File: config.mk
export PLATFORM = sky130hd
export DESIGN_NAME = sram_port_arbiter
export DESIGN_NICKNAME = d
export VERILOG_FILES = /design/src/rtl/npu_sram_pkg.sv /design/src/rtl/rr_hold_grant.sv /design/src/rtl/sram_port_arbiter.sv
export SDC_FILE = /design/constraint.sdc
export NUM_CORES = 1
export LEC_CHECK = 0
export CELL_PAD_IN_SITES_DETAIL_PLACEMENT = 1
export CELL_PAD_IN_SITES_GLOBAL_PLACEMENT = 2
export CORE_MARGIN = 5
export CORE_UTILIZATION = 11
export CTS_CLUSTER_DIAMETER = 50
export DETAILED_ROUTE_END_ITERATION = 10
export PLACE_DENSITY_LB_ADDON = 0.12
export REMOVE_ABC_BUFFERS = 1
export SKIP_LAST_GASP = 1
export SLEW_MARGIN = 5
export SYNTH_ARGS = -nofsm -noshare
export SYNTH_HDL_FRONTEND = slang
export SYNTH_SLANG_ARGS = --single-unit
File: constraint.sdc
create_clock -name clk -period 3.45 [get_ports clk]
set_input_delay 0.69 -clock clk [delete_from_list [all_inputs] [get_ports clk]]
set_output_delay 0.69 -clock clk [all_outputs]
set_load 0.01 [all_outputs]
File: src/rtl/npu_sram_pkg.sv
// npu_sram_pkg: shared SRAM geometry, requester index and request record for the NPU SRAM port blocks
package npu_sram_pkg;
  localparam int SRAM_ADDR_W = 14;
  localparam int SRAM_DATA_W = 16;
  localparam int SRAM_BE_W = 2;
  typedef logic req_idx_t;
  typedef struct packed {
    logic [SRAM_ADDR_W-1:0] addr;
    logic [SRAM_BE_W-1:0] be;
    logic [SRAM_DATA_W-1:0] wdata;
    logic rd;
    logic wr;
  } sram_req_t;
endpackage

File: src/rtl/rr_hold_grant.sv
// rr_hold_grant: two-way hold-limited round-robin grant with owner/hold counter state
module rr_hold_grant import npu_sram_pkg::*; #(
  parameter int MAX_HOLD = 4
) (
  input  logic       clk,
  input  logic       reset,
  input  logic [1:0] req,
  output logic [1:0] grant,
  output req_idx_t   win
);
  localparam logic [3:0] MAX = 4'(MAX_HOLD);
  req_idx_t owner;
  logic [3:0] hold_cnt;
  always_comb begin
    win = (req[0] & req[1]) ? ((hold_cnt < MAX) ? owner : ~owner) : req[1];
    grant = (reset | ~|req) ? 2'b00 : (win ? 2'b10 : 2'b01);
  end
  always_ff @(posedge clk or posedge reset)
    if (reset) begin
      owner <= 1'b0;
      hold_cnt <= '0;
    end else if (|grant) begin
      owner <= win;
      hold_cnt <= (win != owner) ? 4'd1 : (hold_cnt == MAX) ? MAX : hold_cnt + 4'd1;
    end
endmodule

File: src/rtl/sram_port_arbiter.sv
// sram_port_arbiter: shares one SRAM port between two Avalon-MM masters with tagged 1-cycle read returns
module sram_port_arbiter import npu_sram_pkg::*; #(
  parameter int MAX_HOLD = 4,
  parameter int ADDR_W = 14,
  parameter int DATA_W = 16
) (
  input  logic                clk,
  input  logic                reset,
  input  logic [ADDR_W-1:0]   m0_address,
  input  logic                m0_read,
  input  logic                m0_write,
  input  logic [DATA_W-1:0]   m0_writedata,
  input  logic [DATA_W/8-1:0] m0_byteenable,
  output logic                m0_waitrequest,
  output logic [DATA_W-1:0]   m0_readdata,
  output logic                m0_readdatavalid,
  input  logic [ADDR_W-1:0]   m1_address,
  input  logic                m1_read,
  input  logic                m1_write,
  input  logic [DATA_W-1:0]   m1_writedata,
  input  logic [DATA_W/8-1:0] m1_byteenable,
  output logic                m1_waitrequest,
  output logic [DATA_W-1:0]   m1_readdata,
  output logic                m1_readdatavalid,
  output logic                sram_chipselect,
  output logic                sram_write,
  output logic [ADDR_W-1:0]   sram_address,
  output logic [DATA_W/8-1:0] sram_byteenable,
  output logic [DATA_W-1:0]   sram_writedata,
  input  logic [DATA_W-1:0]   sram_readdata
);
  typedef struct packed {
    logic [ADDR_W-1:0] addr;
    logic [DATA_W/8-1:0] be;
    logic [DATA_W-1:0] wdata;
    logic rd;
    logic wr;
  } req_t;
  req_t r0, r1, sel;
  logic [1:0] grant;
  req_idx_t win, rd_tag;
  logic rd_pend, rd_accept;
  // write wins when a master raises read and write together
  assign r0 = '{addr: m0_address, be: m0_byteenable, wdata: m0_writedata, rd: m0_read & ~m0_write, wr: m0_write};
  assign r1 = '{addr: m1_address, be: m1_byteenable, wdata: m1_writedata, rd: m1_read & ~m1_write, wr: m1_write};
  rr_hold_grant #(.MAX_HOLD(MAX_HOLD)) u_grant (
    .clk(clk),
    .reset(reset),
    .req({m1_read | m1_write, m0_read | m0_write}),
    .grant(grant),
    .win(win)
  );
  always_comb begin
    sel = win ? r1 : r0;
    sram_chipselect = |grant;
    sram_write = sram_chipselect & sel.wr;
    sram_address = sram_chipselect ? sel.addr : '0;
    sram_byteenable = sram_chipselect ? sel.be : '0;
    sram_writedata = sram_chipselect ? sel.wdata : '0;
    rd_accept = sram_chipselect & sel.rd;
  end
  always_ff @(posedge clk or posedge reset)
    if (reset) begin
      rd_pend <= 1'b0;
      rd_tag <= 1'b0;
    end else begin
      rd_pend <= rd_accept;
      if (rd_accept) rd_tag <= win;
    end
  assign m0_waitrequest = (m0_read | m0_write) & ~grant[0];
  assign m1_waitrequest = (m1_read | m1_write) & ~grant[1];
  assign m0_readdatavalid = rd_pend & (rd_tag == 1'b0);
  assign m1_readdatavalid = rd_pend & (rd_tag == 1'b1);
  assign m0_readdata = sram_readdata;
  assign m1_readdata = sram_readdata;
endmodule

==> results of run 1 <==
## worst max path at each step
| stage | to | slack (ns) | depth (start not counted) |
|---|---|---|---|
| after floorplan | sram_address[0] | -0.35 | 4 |
| after global placement | sram_address[13] | 0.02 | 7 |
| after detailed placement | sram_address[13] | 0.05 | 6 |
| after CTS | sram_address[13] | 0.04 | 7 |
| after global routing | sram_address[13] | -0.004 | 8 |
| final | sram_address[13] | 0.08 | 6 |
## stage by stage
step                      setup WS (ns)  instances  hold WS, ns  cell area, um2
after floorplan                 -0.3457         95       0.5099           800.8
after global placement          0.02162        346       0.5782            2151
after detailed placement        0.05264        346       0.5639            2151
after CTS                       0.03938        350       0.5753            2196
after global routing          -0.004294        351       0.6166            2208
final                           0.08249        351       0.5657            2208
## repair_timing
item,in CTS,in global routing
setup endpoints to repair,0,20
resized for setup,0,1
buffers inserted,0,1
## flip-flops by register name (all words and copies together) (netlist names)
register and cells:
u_grant.owner 1, rd_tag 1, u_grant.hold_cnt 4, rd_pend 1
## area by class of cell
type                       count  area, um2
clock buffer                   4      45.04
fill                        1176       7521
inverter                       8      30.03
multi-input combinational     80      605.6
sequential                     7      175.2
tap                          133      166.4
timing repair buffer         119       1186
## per-layer routing
metal / routed length [um] / vias to the layer above / GRT usage / share of wire
met4: 64 / 2 / 0.02315 / 0.011
met1: 2250 / 620 / 0.1018 / 0.39
met5: 22 / - / 0.02232 / 0.0038
met3: 1083 / 6 / 0.08221 / 0.19
met2: 2310 / 111 / 0.1369 / 0.40
li1: - / 633 / - / -
## cells in the mapped netlist (all sizes together)
cell type / number / area share
buf: 35 / 0.25
a22o: 33 / 0.27
nor2: 9 / 0.033
inv: 8 / 0.028
dfrtp: 7 / 0.16
nor3: 5 / 0.023
a21oi: 4 / 0.018
clkbuf: 4 / 0.014
a211oi: 3 / 0.032
o21ai: 3 / 0.014
a2111oi: 2 / 0.016
and2: 2 / 0.014
ha: 2 / 0.023
nand2: 2 / 0.0069
nand3: 2 / 0.0092
nor2b: 2 / 0.011
a211o: 1 / 0.0080
a21o: 1 / 0.0069
a221oi: 1 / 0.0080
a22oi: 1 / 0.0069
a31oi: 1 / 0.0057
and4: 1 / 0.0080
mux2i: 1 / 0.0092
nand2b: 1 / 0.0057
nor4: 1 / 0.0057
or2: 1 / 0.0057
or3: 1 / 0.010
## cells by family (layout without fill, tap and decap cells)
kind of cell,after synthesis,in the layout,share of synthesized area
muxes,1,1,0.009185
buffers and inverters,47,131,0.2928
DFF,7,7,0.1607
AOI/OAI and AO/OA,50,50,0.3812
and+or+nand+nor,27,27,0.1332
adders and majority gates,2,2,0.02296
## power groups by stage
stage / clock network [W] / registers, W / logic, W
3_5_place_dp: 0 / 0.000153 / 0.000832
4_1_cts: 0.000122 / 0.000153 / 0.000836
5_1_grt: 0.000129 / 0.000162 / 0.000900
2_1_floorplan: 0 / 0.000145 / 0.000380
3_3_place_gp: 0 / 0.000157 / 0.000853
6_report: 0.000116 / 0.000153 / 0.000826
## critical path, delay by kind of cell
kind / cells / cell delay, ns
buf+inv: 3 / 1.20
compound gates: 2 / 0.44
simple gates: 1 / 0.33
## layout by cell type (no fill, tap or decap), types with 2 or more instances in the layout
cell type | netlist | routed
clkdlybuf4s50_1 | 0 | 107
a22o_1 | 33 | 33
buf_4 | 32 | 10
inv_1 | 8 | 8
nor2_1 | 8 | 8
dfrtp_1 | 7 | 7
nor3_1 | 5 | 4
a21oi_1 | 4 | 4
clkbuf_8 | 0 | 3
nand2_1 | 2 | 2
a2111oi_0 | 2 | 2
o21ai_1 | 2 | 2
nand3_1 | 2 | 2
nor2b_1 | 2 | 2
a211oi_1 | 2 | 2
ha_1 | 2 | 2
buf_12 | 0 | 2
==> summary.md, run 1 <==
| Metric | Value |
|---|---|
| First-pass GRT wire length | `8652 um` |
| Initial antenna violation count | `0` |
| Clk buf depth | `2` |
| Worst setup SP type | `primary input` |
| TritonCTS buffer count | `3` |
| Reg-to-Reg End | `u_grant.hold_cnt[0]` |
| GRT Util Overall | `0.09457` |
| Crit. End Element | `output port` |
| R2R cell count | `5` |
| Die X | `109.5 um` |
| DRT Wirelength | `5731 um` |
| Pwr/cell area | `495.9 nW/um2` |
| Final worst path period share | `0.9761` |
| H-tree levels | `1` |
| Design Power | `0.001095 W` |
| DRC Markers | `0` |
| Worst Setup SP | `m1_write` |
| CTS tree | `built` |
| DP Wirelength | `4882 um` |
| Util after Layout | `0.2270` |
| Sw frac | `0.3917` |
| Clock skew | `0.004379 ns` |
| Most frequent CP cell | `clkdlybuf4s50_1` |
| Critical Path AT | `2.68 ns` |
| Post-Syn Area | `1090 um2` |
| Grt ovf | `0` |
| Clk sinks | `7` |
| Slew margin rel. | `0.4504` |
| Status | `finished, final reports clean` |
| Post-DR wirelength/cell | `16.33 um` |
| Sequential element share of the synthesized area | `0.1607` |
| Initial Util | `0.1120` |
| Crit Path Category | `in2out` |
| Synth-to-layout area growth | `102.6%` |
| IO Count | `156` |
| Final Wtd Congestion | `0.7133` |
| Part of the power in registers | `0.139` |
| Vias in the first global route | `1627` |
| Worst Path Max Fanout | `33` |
| RSZ-0062 raised after global routing | `true` |
| Final min period | `3.368 ns` |
| Remaining antenna violation count after routing | `0` |
| Count of different cell masters after synthesis | `32` |
| Net Sw Power | `0.0004290 W` |
| Yosys warns | `0` |
| Clock tree root driver cell | `clkbuf_8` |
| Logic pwr share | `0.754` |
| Peak supply drop | `146.1 uV` |
| Hold path depth | `1` |
| Critical Path RT | `2.76 ns` |
| Max Cap Viol | `0` |
| Share of cells above drive strength 1 | `0.09633` |
| Row count | `36` |
| Power Internal | `0.0006661 W` |
| Syn_area_per_cell | `8.133 um2` |
| Share of total power in the clock network | `0.106` |
| Leak Pwr | `0.8557 nW` |
| Pin count of the biggest net entering global routing | `34` |
| Clock-pin transition on the worst setup and hold timing paths | `0.04 ns` |
| Peak Freq | `297.0 MHz` |
| Vias | `1372` |
| Flops & latches, synth | `7` |
| Core Area | `9729 um2` |
| Worst-Skew Late Latency | `0.23 ns` |
| Fin. Hold Viols | `0` |
| FF-to-FF Start | `u_grant.hold_cnt[2]` |
| Hold Path End | `u_grant.hold_cnt[1]` |
| Post-CTS Hold Fix Bufs | `0` |
| Initial drt markers | `18` |
| Routed vias/inst | `3.909` |
| Slew @ Worst Pin | `0.8036 ns` |
| Hold Crit Class | `reg2reg` |
| Crit-path max cell delay | `0.55 ns` |
| Number of port buffers | `107` |
| Gate count of the mapped netlist | `134` |
| Final setup TNS | `0 ns` |
| CP max stage cell | `clkdlybuf4s50_1` |
| Final Max Slew Viols | `0` |
| DIE HEIGHT | `109.5 um` |
| Diode count | `0` |
| Final nets | `307` |
| Final-report setup violation count | `0` |
| Min-delay src | `u_grant.hold_cnt[1]` |
| Initial DRT Pass Iterations | `3` |
| Cell Chain, Critical Path | `clkdlybuf4s50_1, or2_2, a211oi_4, buf_12, a22o_1, clkdlybuf4s50_1` |
| Die area | `12000 um2` |
| Setup slack, reg-to-reg | `1.74 ns` |
Note: power is estimated with default switching activity, not from simulation.
==> run 2: changes to the inputs <==
CORE_MARGIN = 4   (was 5)
GPL_TIMING_DRIVEN = 1   (was not set)
==> summary.md, run 2 (synthesized netlist as in run 1, its figures left out) <==
| Metric | Value |
|---|---|
| Status | `finished, final reports clean` |
| Share of total power in the clock network | `0.104` |
| Initial Util | `0.1120` |
| TritonCTS buffer count | `3` |
| FILL cells | `1176` |
| Clk sinks | `7` |
| Worst setup SP type | `primary input` |
| Final worst path period share | `0.9784` |
| Logic pwr share | `0.760` |
| Core Area | `9729 um2` |
| Most frequent cells in the layout | `clkdlybuf4s50_1, a22o_1, buf_4` |
| Pre-CTS setup slack | `0.06522 ns` |
| Worst-Skew Late Latency | `0.23 ns` |
| Hold Crit Class | `reg2reg` |
| RSZ-0062 raised after global routing | `true` |
| DIE HEIGHT | `107.5 um` |
| Crit. End Element | `output port` |
| Sw frac | `0.3879` |
| Die X | `107.5 um` |
| GRT Util Overall | `0.09126` |
| Slew margin rel. | `0.5044` |
| Clock tree root driver cell | `clkbuf_8` |
| Initial drt markers | `12` |
| Routed vias/inst | `3.844` |
| Clock skew | `0.002702 ns` |
| Util after Layout | `0.2301` |
| Fin Hold WS | `0.5745 ns` |
| Row count | `36` |
| Diode count | `0` |
| Net Sw Power | `0.0004311 W` |
| Power Internal | `0.0006804 W` |
| DP Wirelength | `4610 um` |
| Remaining antenna violation count after routing | `0` |
| Fin. Hold Viols | `0` |
| Design Power | `0.001112 W` |
| Grt ovf | `0` |
| Final Max Slew Viols | `0` |
| Vias in the first global route | `1532` |
| Worst Path Max Fanout | `16` |
| Clk buf depth | `2` |
| Vias | `1353` |
| Worst setup margin | `0.07438 ns` |
| Number of port buffers | `107` |
| Final min period | `3.376 ns` |
| Pwr/cell area | `496.6 nW/um2` |
| Final-report setup violation count | `0` |
| Peak supply drop | `110.7 uV` |
| H-tree levels | `1` |
| Hold path depth | `1` |
| Peak Freq | `296.2 MHz` |
| Slew @ Worst Pin | `0.7247 ns` |
| CTS tree | `built` |
| Leak Pwr | `0.8964 nW` |
| Post-DR wirelength/cell | `16.04 um` |
| Share of cells above drive strength 1 | `0.1005` |
| Post-route cell area | `2238 um2` |
| DRT Wirelength | `5645 um` |
| IO Count | `156` |
| Clock-pin transition on the worst setup and hold timing paths | `0.04 ns` |
| Most flops, register | `u_grant.hold_cnt` |
| Initial antenna violation count | `0` |
| Critical Path AT | `2.69 ns` |
| Dpl cell area | `2151 um2` |
| R2R cell count | `5` |
| First-pass GRT wire length | `8238 um` |
| Final nets | `308` |
| Pin count of the biggest net entering global routing | `34` |
| Leading cell type in the layout, fill and taps excluded | `clkdlybuf4s50_1` |
| Initial DRT Pass Iterations | `4` |
| Die area | `11560 um2` |
| DRC Markers | `0` |
| Largest register FFs | `4` |
| Synth-to-layout area growth | `105.4%` |
| Critical Path RT | `2.76 ns` |
| Max Cap Viol | `0` |
| Part of the power in registers | `0.136` |
| Crit Path Category | `in2out` |
| Final Wtd Congestion | `0.6967` |
## run 2: cell count changes in the layout (fill, tap and decap cells not counted), sizes merged
| cell | change |
|---|---|
| dlymetal6s2s | +2 |
| clkdlybuf4s50 | -2 |
| clkbuf | +1 |
## run 2: critical path, stage by stage
cell,delay (ns)
clkdlybuf4s50_1,0.42
or2_2,0.33
a211oi_4,0.19
buf_4,0.17
clkbuf_16,0.18
a22o_1,0.14
clkdlybuf4s50_1,0.56
## run 2: metal layers
metal | part of all wire | vias to the layer above | global-route usage
li1 | - | 633 | -
met1 | 0.40 | 597 | 0.1065
met2 | 0.40 | 117 | 0.1230
met3 | 0.19 | 4 | 0.08098
met4 | 0.0037 | 2 | 0.01623
met5 | 0.0060 | - | 0.02857
## run 2: power by group through the flow
stage	clock [W]	combinational [W]	sequential, W
detailed placement	0	0.000833	0.000152
CTS	0.000121	0.000840	0.000152
global route	0.000126	0.000923	0.000157
finish	0.000116	0.000845	0.000151
global placement	0	0.000850	0.000156
floorplan	0	0.000380	0.000145
## run 2: final timing paths
| check | startpoint | to | slack [ns] |
|---|---|---|---|
| max in group asynchronous | reset | rd_pend | 2.17 |
| min in group asynchronous | reset | u_grant.owner | 1.15 |
| worst max-delay path | m1_write | sram_address[7] | 0.07 |
| worst min-delay path | u_grant.hold_cnt[1] | u_grant.hold_cnt[1] | 0.57 |
| worst max register to register | u_grant.hold_cnt[2] | u_grant.hold_cnt[0] | 1.80 |
| worst min register to register | u_grant.hold_cnt[1] | u_grant.hold_cnt[1] | 0.57 |
## run 2: through the flow
step           TNS (ns)  cells
2_1_floorplan    -11.06     95
3_3_place_gp          0    346
3_5_place_dp          0    346
4_1_cts               0    350
5_1_grt        -0.01002    352
6_report              0    352
## run 2: layout make-up
class	instances	area (um2)	share of cell area
Multi-Input combinational cell	80	605.6	0.2705
Clock buffer	4	45.04	0.02012
Timing Repair Buffer	120	1216	0.5433
Tap cell	133	166.4	0.07434
Sequential cell	7	175.2	0.07826
Inverter	8	30.03	0.01342
## run 2: timing repair
item / 4_1_cts / 5_1_grt
setup buffers: 0 / 1
hold buffers: 0 / 0
gates resized for setup: 0 / 3
endpoints found under the setup margin: 0 / 16
==> variant: new RTL, flow settings as in run 2 <==
One comparison of `hold_cnt` changes from == to >=.
--- a/src/rtl/rr_hold_grant.sv
+++ b/src/rtl/rr_hold_grant.sv
@@ -22,5 +22,5 @@
     end else if (|grant) begin
       owner <= win;
-      hold_cnt <= (win != owner) ? 4'd1 : (hold_cnt == MAX) ? MAX : hold_cnt + 4'd1;
+      hold_cnt <= (win != owner) ? 4'd1 : (hold_cnt >= MAX) ? MAX : hold_cnt + 4'd1;
     end
 endmodule
Behaviour: no difference found for any inputs over 10 cycles, from zero or initial values and one cycle with reset high; that may be too few to reach the edited logic, so the function may still have changed.
==> variant against run 2 <==
- synthesized cell count shrank 9.7%
- power is 21% lower
- die area is 6.3% lower
- area after synthesis is 6.8% lower
- setup slack improved by 48 ps
- final area fell by 7.5%
- non-clock buffer count is 5 lower
- routed wire length is 2.1% higher
- sequential cell count unchanged
- critical path type unchanged
- critical endpoint is now sram_byteenable[0]
- largest cell class unchanged
- largest power group unchanged
==> variant: results (changes against run 2) <==
outcome=finished, final reports clean; reg-to-reg startpoint=u_grant.hold_cnt[2]$_DFFE_PP0P_; DRT Pass-1 Iters=4 (unchanged); Reg clk slew, reported paths=50 ps; Lkg Pwr=0.7998 nW (-11%); Post-DP HPWL=5.046 mm (+9.5%); GP Congestion=0.7496 (+7.6%); DP Area=2023 um2 (-5.9%); nets@finish=289 (-6.2%); compound-gate portion of the synthesized area=39.78% (+1.7 points); first-pass GRT wire length=8.556 mm (+3.9%); worst min path class=reg2reg; yosys warns=0 (unchanged); # diodes=0 (unchanged); hold_ws=502.4 ps (-72.15 ps); Crit Path Max Fanout=33 (+17); Syn Area/Cell=8.396 um2 (+3.2%); proportion of layout cells with a drive suffix above 1=9.453% (-0.59 points); Num CTS Buffers=3 (unchanged); hold endpoint=u_grant.hold_cnt[1]$_DFFE_PP0P_; Unique masters post-synth=27 (-16%); max reg flops=4 (unchanged); sequential cell area fraction in the yosys report=17.24% (+1.2 points); peak supply drop=106.7 uV (-3.6%); Worst Reg2Reg Path Length in Cells=5 (unchanged); largest family of logic cells by synthesized area=compound AO/OA/AOI/OAI gates; initial antenna violation count=0 (unchanged); PostCTS Resize Cnt=0 (unchanged); Net Sw Power=0.0003181 W (-26%); Clk Latency, worst-skew pair=230 ps (about the same); clock root buffer=clkbuf_8; post-synthesis xor/xnor area fraction=0% (unchanged); hold depth=1 (unchanged); Setup Skew=4.558 ps (+1.856 ps); reg2reg setup slack=1740 ps (-60 ps); Top reg by flops=u_grant.hold_cnt; main area contributors after synthesis=a22o_1 28%, buf_4 24%, dfrtp_1 17%; DR iter-0 viols=8 (-4); worst-case clock buffer depth=2 (unchanged); Post-synth ARST share=100.0% (unchanged); Port Buffers=107 (unchanged); Post-CTS Setup Inserts=0 (unchanged); Synth Flop Type=dfrtp_1; reg2reg end=u_grant.owner$_DFFE_PP0P_; GRT Util Overall=10.02% (+0.90 points); Post-Synth Adder-Cell Area=1.232% (-1.1 points); pre-CTS setup slack=119.1 ps (+53.92 ps); most frequent cells after synthesis=33 x a22o_1, 32 x buf_4, 8 x nor2_1; placed insts=305 (-12%); DR WL/cell=18.65 um (+16%); via count=1,277 (-5.6%); total grt overflow=0 (unchanged); Worst EP arrival=2640 ps (-50 ps); number of global-route vias before repair=1,531 (-0.065%); H-tree depth=1 (unchanged); WL final=5.763 mm (+2.1%); Rel. slew slack=56.74% (+6.3 points); hold path start=u_grant.hold_cnt[1]$_DFFE_PP0P_; proportion of synthesized area in mux cells=0% (-0.92 points); pin count of the biggest net entering global routing=35 (+2.9%)
## variant: changes by cell type after synthesis, sizes merged, moves of 2 or more
cell	before	now
a211oi	3	1
nand3	2	0
inv	8	6
nor3	5	3
## variant: cell type report
cell class                      count  area [um2]
Inverter                            6       22.52
Clock buffer                        3       41.29
Multi-Input combinational cell     69       534.3
Fill cell                        1043        6779
Timing Repair Buffer              115        1156
Clock inverter                      1       5.005
Sequential cell                     7       175.2
Tap cell                          108       135.1
## variant: worst max path at each step
stage,slack [ps],end,start,cells after the start
floorplan,-310,sram_address[0],m0_read,4
global placement,120,sram_writedata[1],m0_read,7
detailed placement,120,sram_writedata[1],m0_write,7
CTS,100,sram_writedata[1],m0_write,7
global route,6,sram_writedata[1],m0_write,7
finish,120,sram_byteenable[0],m0_write,7
## variant: power groups by stage
stage	Sequential (W)	Clock, W	Combinational [W]
after floorplan	0.000129	0	0.000277
after global placement	0.000136	0	0.000630
after detailed placement	0.000136	0	0.000629
after CTS	0.000136	0.000122	0.000632
after global routing	0.000140	0.000129	0.000665
final	0.000135	0.000119	0.000619
## variant: cells by family after synthesis
kind of cell / count (synthesis)
AOI/OAI and AO/OA: 47
DFF: 7
and+or+nand+nor: 21
adders and majority gates: 1
buffers and inverters: 45
## variant: critical path: stages
cell             delay [ps]
clkdlybuf4s50_1         470
nor2_2                  220
a21oi_1                 100
nor3_2                  200
buf_12                  220
a22o_1                  170
clkdlybuf4s50_1         540
## variant: routing by layer
metal / vias to the layer above / global-route usage (%) / share of wire, %
met3: 2 / 10.61 / 23
met5: - / 2.381 / 0
li1: 574 / - / -
met2: 129 / 15.97 / 43
met1: 572 / 8.975 / 34
met4: 0 / 1.140 / 0.36
